File: src/rtl/lfsr_pkg.sv
`default_nettype none
// ============================================================================
// Module      : lfsr_pkg
// Description : Shared types and constants for the LFSR period-measurement
//               controller and its neighbours in the integration top.
// Revision    : 1.0 - initial release
// ============================================================================
package lfsr_pkg;

    // Widest LFSR the controller is expected to measure.
    localparam int LFSR_MAX_N = 8;

    // Controller states; explicit 3-bit encoding keeps the register width fixed.
    typedef enum logic [2:0] {
        ST_IDLE = 3'd0,
        ST_LOAD = 3'd1,
        ST_WAIT = 3'd2,
        ST_RUN  = 3'd3,
        ST_DONE = 3'd4
    } lfsr_ctrl_state_t;

endpackage : lfsr_pkg
`default_nettype wire

File: src/rtl/lfsr_ctrl.sv
`default_nettype none
// ============================================================================
// Module      : lfsr_ctrl
// Description : Loads a seed into a neighbouring LFSR, then counts steps until
//               the reference value reappears, reporting the cycle length,
//               whether it is maximal, an all-zero seed, or a timeout.
// Revision    : 1.0 - initial release
// ============================================================================
module lfsr_ctrl
    import lfsr_pkg::*;
#(
    parameter int N = 4                // LFSR width, legal 2..LFSR_MAX_N
) (
    input  logic         clk,
    input  logic         reset,        // asynchronous, active low
    input  logic         start,
    input  logic [N-1:0] seed,
    input  logic [N-1:0] lfsr_data,
    output logic         load_seed,
    output logic [N-1:0] seed_data,
    output logic         busy,
    output logic         done,
    output logic [N:0]   period,
    output logic         maximal,
    output logic         stuck_zero,
    output logic         timeout
);

    // Step budget: a repeat must be seen by the time cnt reaches 2^N.
    localparam logic [N:0] c_CNT_LIMIT  = (N+1)'(2**N);
    localparam logic [N:0] c_MAX_PERIOD = (N+1)'(2**N - 1);
    localparam logic [N:0] c_CNT_ONE    = (N+1)'(1);

    lfsr_ctrl_state_t r_state;
    lfsr_ctrl_state_t w_next_state;

    logic [N-1:0] r_seed;
    logic [N-1:0] r_ref;
    logic [N:0]   r_cnt;
    logic [N:0]   r_period;
    logic         r_maximal;
    logic         r_stuck_zero;
    logic         r_timeout;

    logic         w_accept;
    logic         w_match;
    logic         w_limit;

    // Next-state decode plus the state-derived handshake outputs.
    always_comb begin
        w_next_state = r_state;
        w_accept     = 1'b0;
        w_match      = (lfsr_data == r_ref);
        w_limit      = (r_cnt == c_CNT_LIMIT);
        load_seed    = 1'b0;
        busy         = 1'b0;
        done         = 1'b0;
        case (r_state)
            ST_IDLE: begin
                if (start) begin
                    w_accept     = 1'b1;
                    w_next_state = ST_LOAD;
                end
            end
            ST_LOAD: begin
                load_seed    = 1'b1;
                busy         = 1'b1;
                w_next_state = ST_WAIT;
            end
            ST_WAIT: begin
                busy         = 1'b1;
                w_next_state = ST_RUN;
            end
            ST_RUN: begin
                busy = 1'b1;
                // A match wins over the limit so a full-length period still
                // reports as a match on its last permitted step.
                if (w_match || w_limit) begin
                    w_next_state = ST_DONE;
                end
            end
            ST_DONE: begin
                done = 1'b1;
                if (start) begin
                    w_accept     = 1'b1;
                    w_next_state = ST_LOAD;
                end
            end
            default: begin
                w_next_state = ST_IDLE;
            end
        endcase
    end

    // State register, captured seed, reference, step counter and results.
    always_ff @(posedge clk or negedge reset) begin
        if (!reset) begin
            r_state      <= ST_IDLE;
            r_seed       <= '0;
            r_ref        <= '0;
            r_cnt        <= '0;
            r_period     <= '0;
            r_maximal    <= 1'b0;
            r_stuck_zero <= 1'b0;
            r_timeout    <= 1'b0;
        end else begin
            r_state <= w_next_state;
            if (w_accept) begin
                r_seed       <= seed;
                r_period     <= '0;
                r_maximal    <= 1'b0;
                r_stuck_zero <= 1'b0;
                r_timeout    <= 1'b0;
            end
            if (r_state == ST_WAIT) begin
                // The LFSR was loaded on the previous edge, so it shows the
                // seed now; that value becomes the reference to look for.
                r_ref        <= lfsr_data;
                r_cnt        <= c_CNT_ONE;
                r_stuck_zero <= (lfsr_data == '0);
            end
            if (r_state == ST_RUN) begin
                if (w_match) begin
                    r_period  <= r_cnt;
                    r_maximal <= (r_cnt == c_MAX_PERIOD);
                end else if (w_limit) begin
                    r_timeout <= 1'b1;
                    r_period  <= '0;
                end else begin
                    r_cnt <= r_cnt + c_CNT_ONE;
                end
            end
        end
    end

    assign seed_data  = r_seed;
    assign period     = r_period;
    assign maximal    = r_maximal;
    assign stuck_zero = r_stuck_zero;
    assign timeout    = r_timeout;

endmodule : lfsr_ctrl
`default_nettype wire

File: config.mk
export PLATFORM = sky130hd
export DESIGN_NAME = lfsr_ctrl
export DESIGN_NICKNAME = d
export VERILOG_FILES = /design/src/rtl/lfsr_pkg.sv /design/src/rtl/lfsr_ctrl.sv
export SDC_FILE = /design/constraint.sdc
export NUM_CORES = 1
export LEC_CHECK = 0
export ABC_CLOCK_PERIOD_IN_PS = 1500
export CAP_MARGIN = 10
export CORE_MARGIN = 10
export CORE_UTILIZATION = 48
export CTS_CLUSTER_DIAMETER = 30
export DETAILED_ROUTE_END_ITERATION = 6
export PLACE_DENSITY_LB_ADDON = 0.25
export SYNTH_ARGS = -nofsm -noshare
export SYNTH_HDL_FRONTEND = slang
export SYNTH_SLANG_ARGS = --single-unit
File: constraint.sdc
create_clock -name clk -period 1.5 [get_ports clk]
set_input_delay 0.3 -clock clk [delete_from_list [all_inputs] [get_ports clk]]
set_output_delay 0.3 -clock clk [all_outputs]
set_load 0.05 [all_outputs]
======== After elaboration in Yosys (flattened, before gate mapping) ========
Cells that the tools add are included.
word-level totals
  flip-flop bits (word level) ............. 24
  input bits .............................. 11
  output and inout port bits .............. 15
  logic and storage cells ................. 50
cells by class
  $add $sub $neg .......................... 1
  equal/unequal tests ..................... 9
  muxes and demuxes ....................... 25
  reduce and logical (&&, ||, !) cells .... 7
operator list
  cell                   number
  $mux W5                8
  $mux W1                14
  $pmux W3 S4            1
  $eq A3 B2 Y1 const B   2
  $mux W3                2
  $add A5 B1 Y5 const B  1
  $eq A5 B4 Y1 const B   1
  $eq A5 B5 Y1 const B   1
  $eq A4 B4 Y1           1
  $logic_not A4 Y1       1
  $eq A3 B1 Y1 const B   1
  $eq A3 B3 Y1 const B   1
  $logic_not A3 Y1       1
  $reduce_or A3 Y1       1
  $ne A2 B1 Y1 const B   1
  $ne A2 B2 Y1 const B   1
  $reduce_and A2 Y1      1
  $reduce_bool A2 Y1     1
  $reduce_or A2 Y1       1
  $logic_or A1 B1 Y1     1

======== Depth between registers and ports, before layout ========
  word-level depth ........................ 7
  gate-level depth with buffers ........... 6
  depth with buffers taken out ............ 6

======== Least setup slack after synthesis ========
Ideal clock, no wire load.
  path type ............................... register to output
  start point ............................. reg r_state[2]
  end point ............................... out load_seed
  arrival ................................. 1612 ps
  data required time ...................... 1200 ps
  path slack .............................. -412 ps
  cell stages (with the launch flop) ...... 2
  buffers on the path ..................... 0
  cells stage by stage .................... dfrtp_1 nor3b_1
between the ends
  word-level cells in the longest chain between the ends .. 2
RTL lines
  what                      RTL line          text
  start: declaration        lfsr_ctrl.sv:34   lfsr_ctrl_state_t r_state;
  start signal: assignment  lfsr_ctrl.sv:107  r_state <= w_next_state;
  $eq A3 B1 Y1              lfsr_ctrl.sv:58   case (r_state)
  $mux W1                   lfsr_ctrl.sv:58
  end: declaration          lfsr_ctrl.sv:19   output logic load_seed,
Every way passes these cells.

======== Worst setup path in the final report ========
Same ends and word-level chain as after synthesis.

==> flow_summary.json <==
{
  "p_int_mw": 2.15,
  "worst_ep_arrival_time_ns": 1.25,
  "crit_path_max_fanout": 5,
  "cts_tree": "yes",
  "timing.rr.start": "r_state[2]",
  "grt_setup_unrepaired": "true",
  "cp-end-kind": "output port",
  "p_leak_nw": 0.796,
  "yosysTopAreaCell": "dfrtp_1",
  "syn_nets": 115,
  "cts-hold-fix-buffers": 0,
  "status": "complete, but fails checks",
  "via_per_inst": 5.63,
  "ys_ff_latch": 24,
  "p_switching_mw": 1.53,
  "mostFrequentLayoutCells": "21 x dfrtp_1, 18 x buf_4, 17 x nand2_1",
  "r2r-end": "r_cnt[4]",
  "die_area_sq_um": 4690,
  "netlist_area_sq_um": 1130,
  "power_frac_clock_pct": 12.8,
  "place_congestion": 0.920,
  "worstSetupPathType": "flop to output port",
  "areaGrowthSynthToFinish_pct": 60.9,
  "powerDensity_nw_per_um2": 2030,
  "antenna_found_initial": 0,
  "dr_total_vias": 979,
  "netlist_top_cells_area": "dfrtp_1 53%, nand2_1 6.0%, a32o_1 4.4%",
  "numCtsBuffers": 3,
  "antenna_cells": 0,
  "drtIter0Drc": 50,
  "fin_crit_sh_pct": 103,
  "clkLatencyLatePin_ns": 0.33,
  "grt_pass1_vias": 1040,
  "start_util_pct": 50.5,
  "finClkSkew_ns": 0.00785,
  "nets": 161,
  "synth_edf_count": 0,
  "tightest_slew_ns": 0.412,
  "yosysUniqueCellTypes": 31,
  "pwr-share-seq_pct": 29.2,
  "violations": "negative setup slack",
  "htree_levels": 1,
  "grt_use_met3_pct": 5.87,
  "power.total_mw": 3.67,
  "max_slew_margin_pct": 72.4,
  "firstDrtPassIters": 4,
  "synth_top_area_share_pct": 53.3,
  "slowest_delay_ns": 0.49,
  "grt_remaining_overflow": 0,
  "layout_commonest_cell": "dfrtp_1",
  "fin_crit_ns": 1.55,
  "clockBufferDepth": 2,
  "ys_async_sr_fraction_pct": 100,
  "wire_per_inst_um": 17.7,
  "hold_class": "input pin to asynchronous set/reset pin",
  "cp-start-kind": "flop",
  "tns_ns": -0.120,
  "fp-row-count": 17,
  "wl_mm": 3.09,
  "path_cells": "nor3b_4 -> buf_12",
  "drive_gt1_share_pct": 41.8,
  "crit_slowest_cell": "dfrtp_2",
  "grt_max_degree": 25,
  "cp-startpoint": "r_state[2]",
  "max-vdd-ir-drop_mv": 1.78,
  "track_usage_pct": 14.1,
  "cts-root-buf": "clkbuf_4",
  "core_area_sq_um": 2230,
  "dieHeight_um": 68.5,
  "hpwl_mm": 2.22,
  "r2r_slack_ns": 0.03,
  "syn_inst": 101,
  "required_ns": 1.20,
  "ys_seq_area_share_pct": 53.3,
  "use_met2_pct": 24.4,
  "hold_viol": 0,
  "grt-busiest-layer": "met2",
  "port_buffers": 25,
  "antenna_left": 0,
  "grt_use_met1_pct": 15.1,
  "yosysWarnings": 0,
  "maxSlewViolCount": 0,
  "synth.avg_cell_area_sq_um": 11.2,
  "reg2reg_depth": 3,
  "clock-sinks": 24,
  "share_comb_of_total_power_pct": 58.0,
  "setup-violations-final": 3,
  "io_pins": 26,
  "fillers": 122,
  "chipWidth_um": 68.5,
  "worst_slack_ns": -0.0481,
  "switching_share_pct": 41.5,
  "maxCapViolCount": 0,
  "fmax_mhz": 646,
  "clk_pin_slew_ns": 0.13,
  "grt_pass1_wl_mm": 4.95,
  "drc": 0,
  "synth_ff_type": "dfrtp_1",
  "utilization_pct": 81.2
}
## repair_timing
| item | in CTS | in global routing |
|---|---|---|
| pin swaps | 2 | 6 |
| endpoints found under the setup margin | 5 | 21 |
| resized for setup | 10 | 14 |
| buffers inserted | 3 | 1 |
## worst max-delay path by stage
stage / end / cells after the start / slack [ns]
2_1_floorplan: busy / 2 / 0.08
3_3_place_gp: r_cnt[3] / 6 / -0.29
3_5_place_dp: period[0] / 5 / -0.33
4_1_cts: load_seed / 2 / -0.06
5_1_grt: busy / 4 / -0.09
6_report: load_seed / 2 / -0.05
## routing by layer
metal / up-vias / wire (um)
met5: - / 0
met4: 0 / 40
met3: 5 / 223
met2: 29 / 1660
met1: 496 / 1160
li1: 449 / -
## per-stage QoR
| step | hold WS [ns] | instances | setup slack (ns) | instance area, sq um |
|---|---|---|---|---|
| floorplan | 0.00441 | 101 | 0.0833 | 1130 |
| global route | 0.333 | 174 | -0.0921 | 1810 |
| detailed placement | 0.494 | 166 | -0.327 | 1660 |
| finish | 0.316 | 174 | -0.0481 | 1810 |
| CTS | 0.323 | 173 | -0.0583 | 1760 |
| global placement | 0.481 | 166 | -0.285 | 1660 |
## registers in the layout, indices dropped and copies added (netlist names)
| name | count |
|---|---|
| r_cnt | 5 |
| r_state | 3 |
| seed_data | 4 |
| maximal | 1 |
| timeout | 1 |
| stuck_zero | 1 |
| r_ref | 4 |
| period | 5 |
## cell families after synthesis
logic type / Yosys count / synth area share [%]
and+or+nand+nor: 42 / 20.2
adders and majority gates: 3 / 3.33
AOI/OAI and AO/OA: 14 / 10.3
xor gates and xnor gates: 4 / 3.11
muxes: 7 / 6.66
DFF: 24 / 53.3
buffers and inverters: 7 / 3.11
## worst max-delay path, delay by kind of cell, from the launching register on
family	cells	cell delay [ns]
buf+inv	1	0.17
flops	1	0.49
simple gates	1	0.26
## power groups by stage
stage	logic, mW	clock network [mW]	registers (mW)
2_1_floorplan	0.745	0	1.30
3_3_place_gp	1.83	0	1.05
3_5_place_dp	1.88	0	1.07
4_1_cts	2.00	0.476	1.06
5_1_grt	2.26	0.500	1.10
6_report	2.13	0.470	1.07
## final cells by class
type                            instances  area [sq um]  share of cell area (%)
Tap cell                               28          35.0                    1.93
Inverter                                4          15.0                   0.828
Timing Repair Buffer                   44           547                    30.1
Multi-Input combinational cell         70           561                    30.9
Clock buffer                            3          22.5                    1.24
Clock inverter                          1          30.0                    1.66
Sequential cell                        24           604                    33.3
## cells in the mapped netlist, types with 2 or more instances
cell type,number
dfrtp_1,24
nand2_1,18
nor2_1,6
a32o_1,5
nand3_1,5
inv_1,4
mux2_1,4
xnor2_1,4
ha_1,3
mux2i_1,3
o21ai_1,3
a21oi_1,2
nor3_2,2
Power figures use the tool's default switching activity.
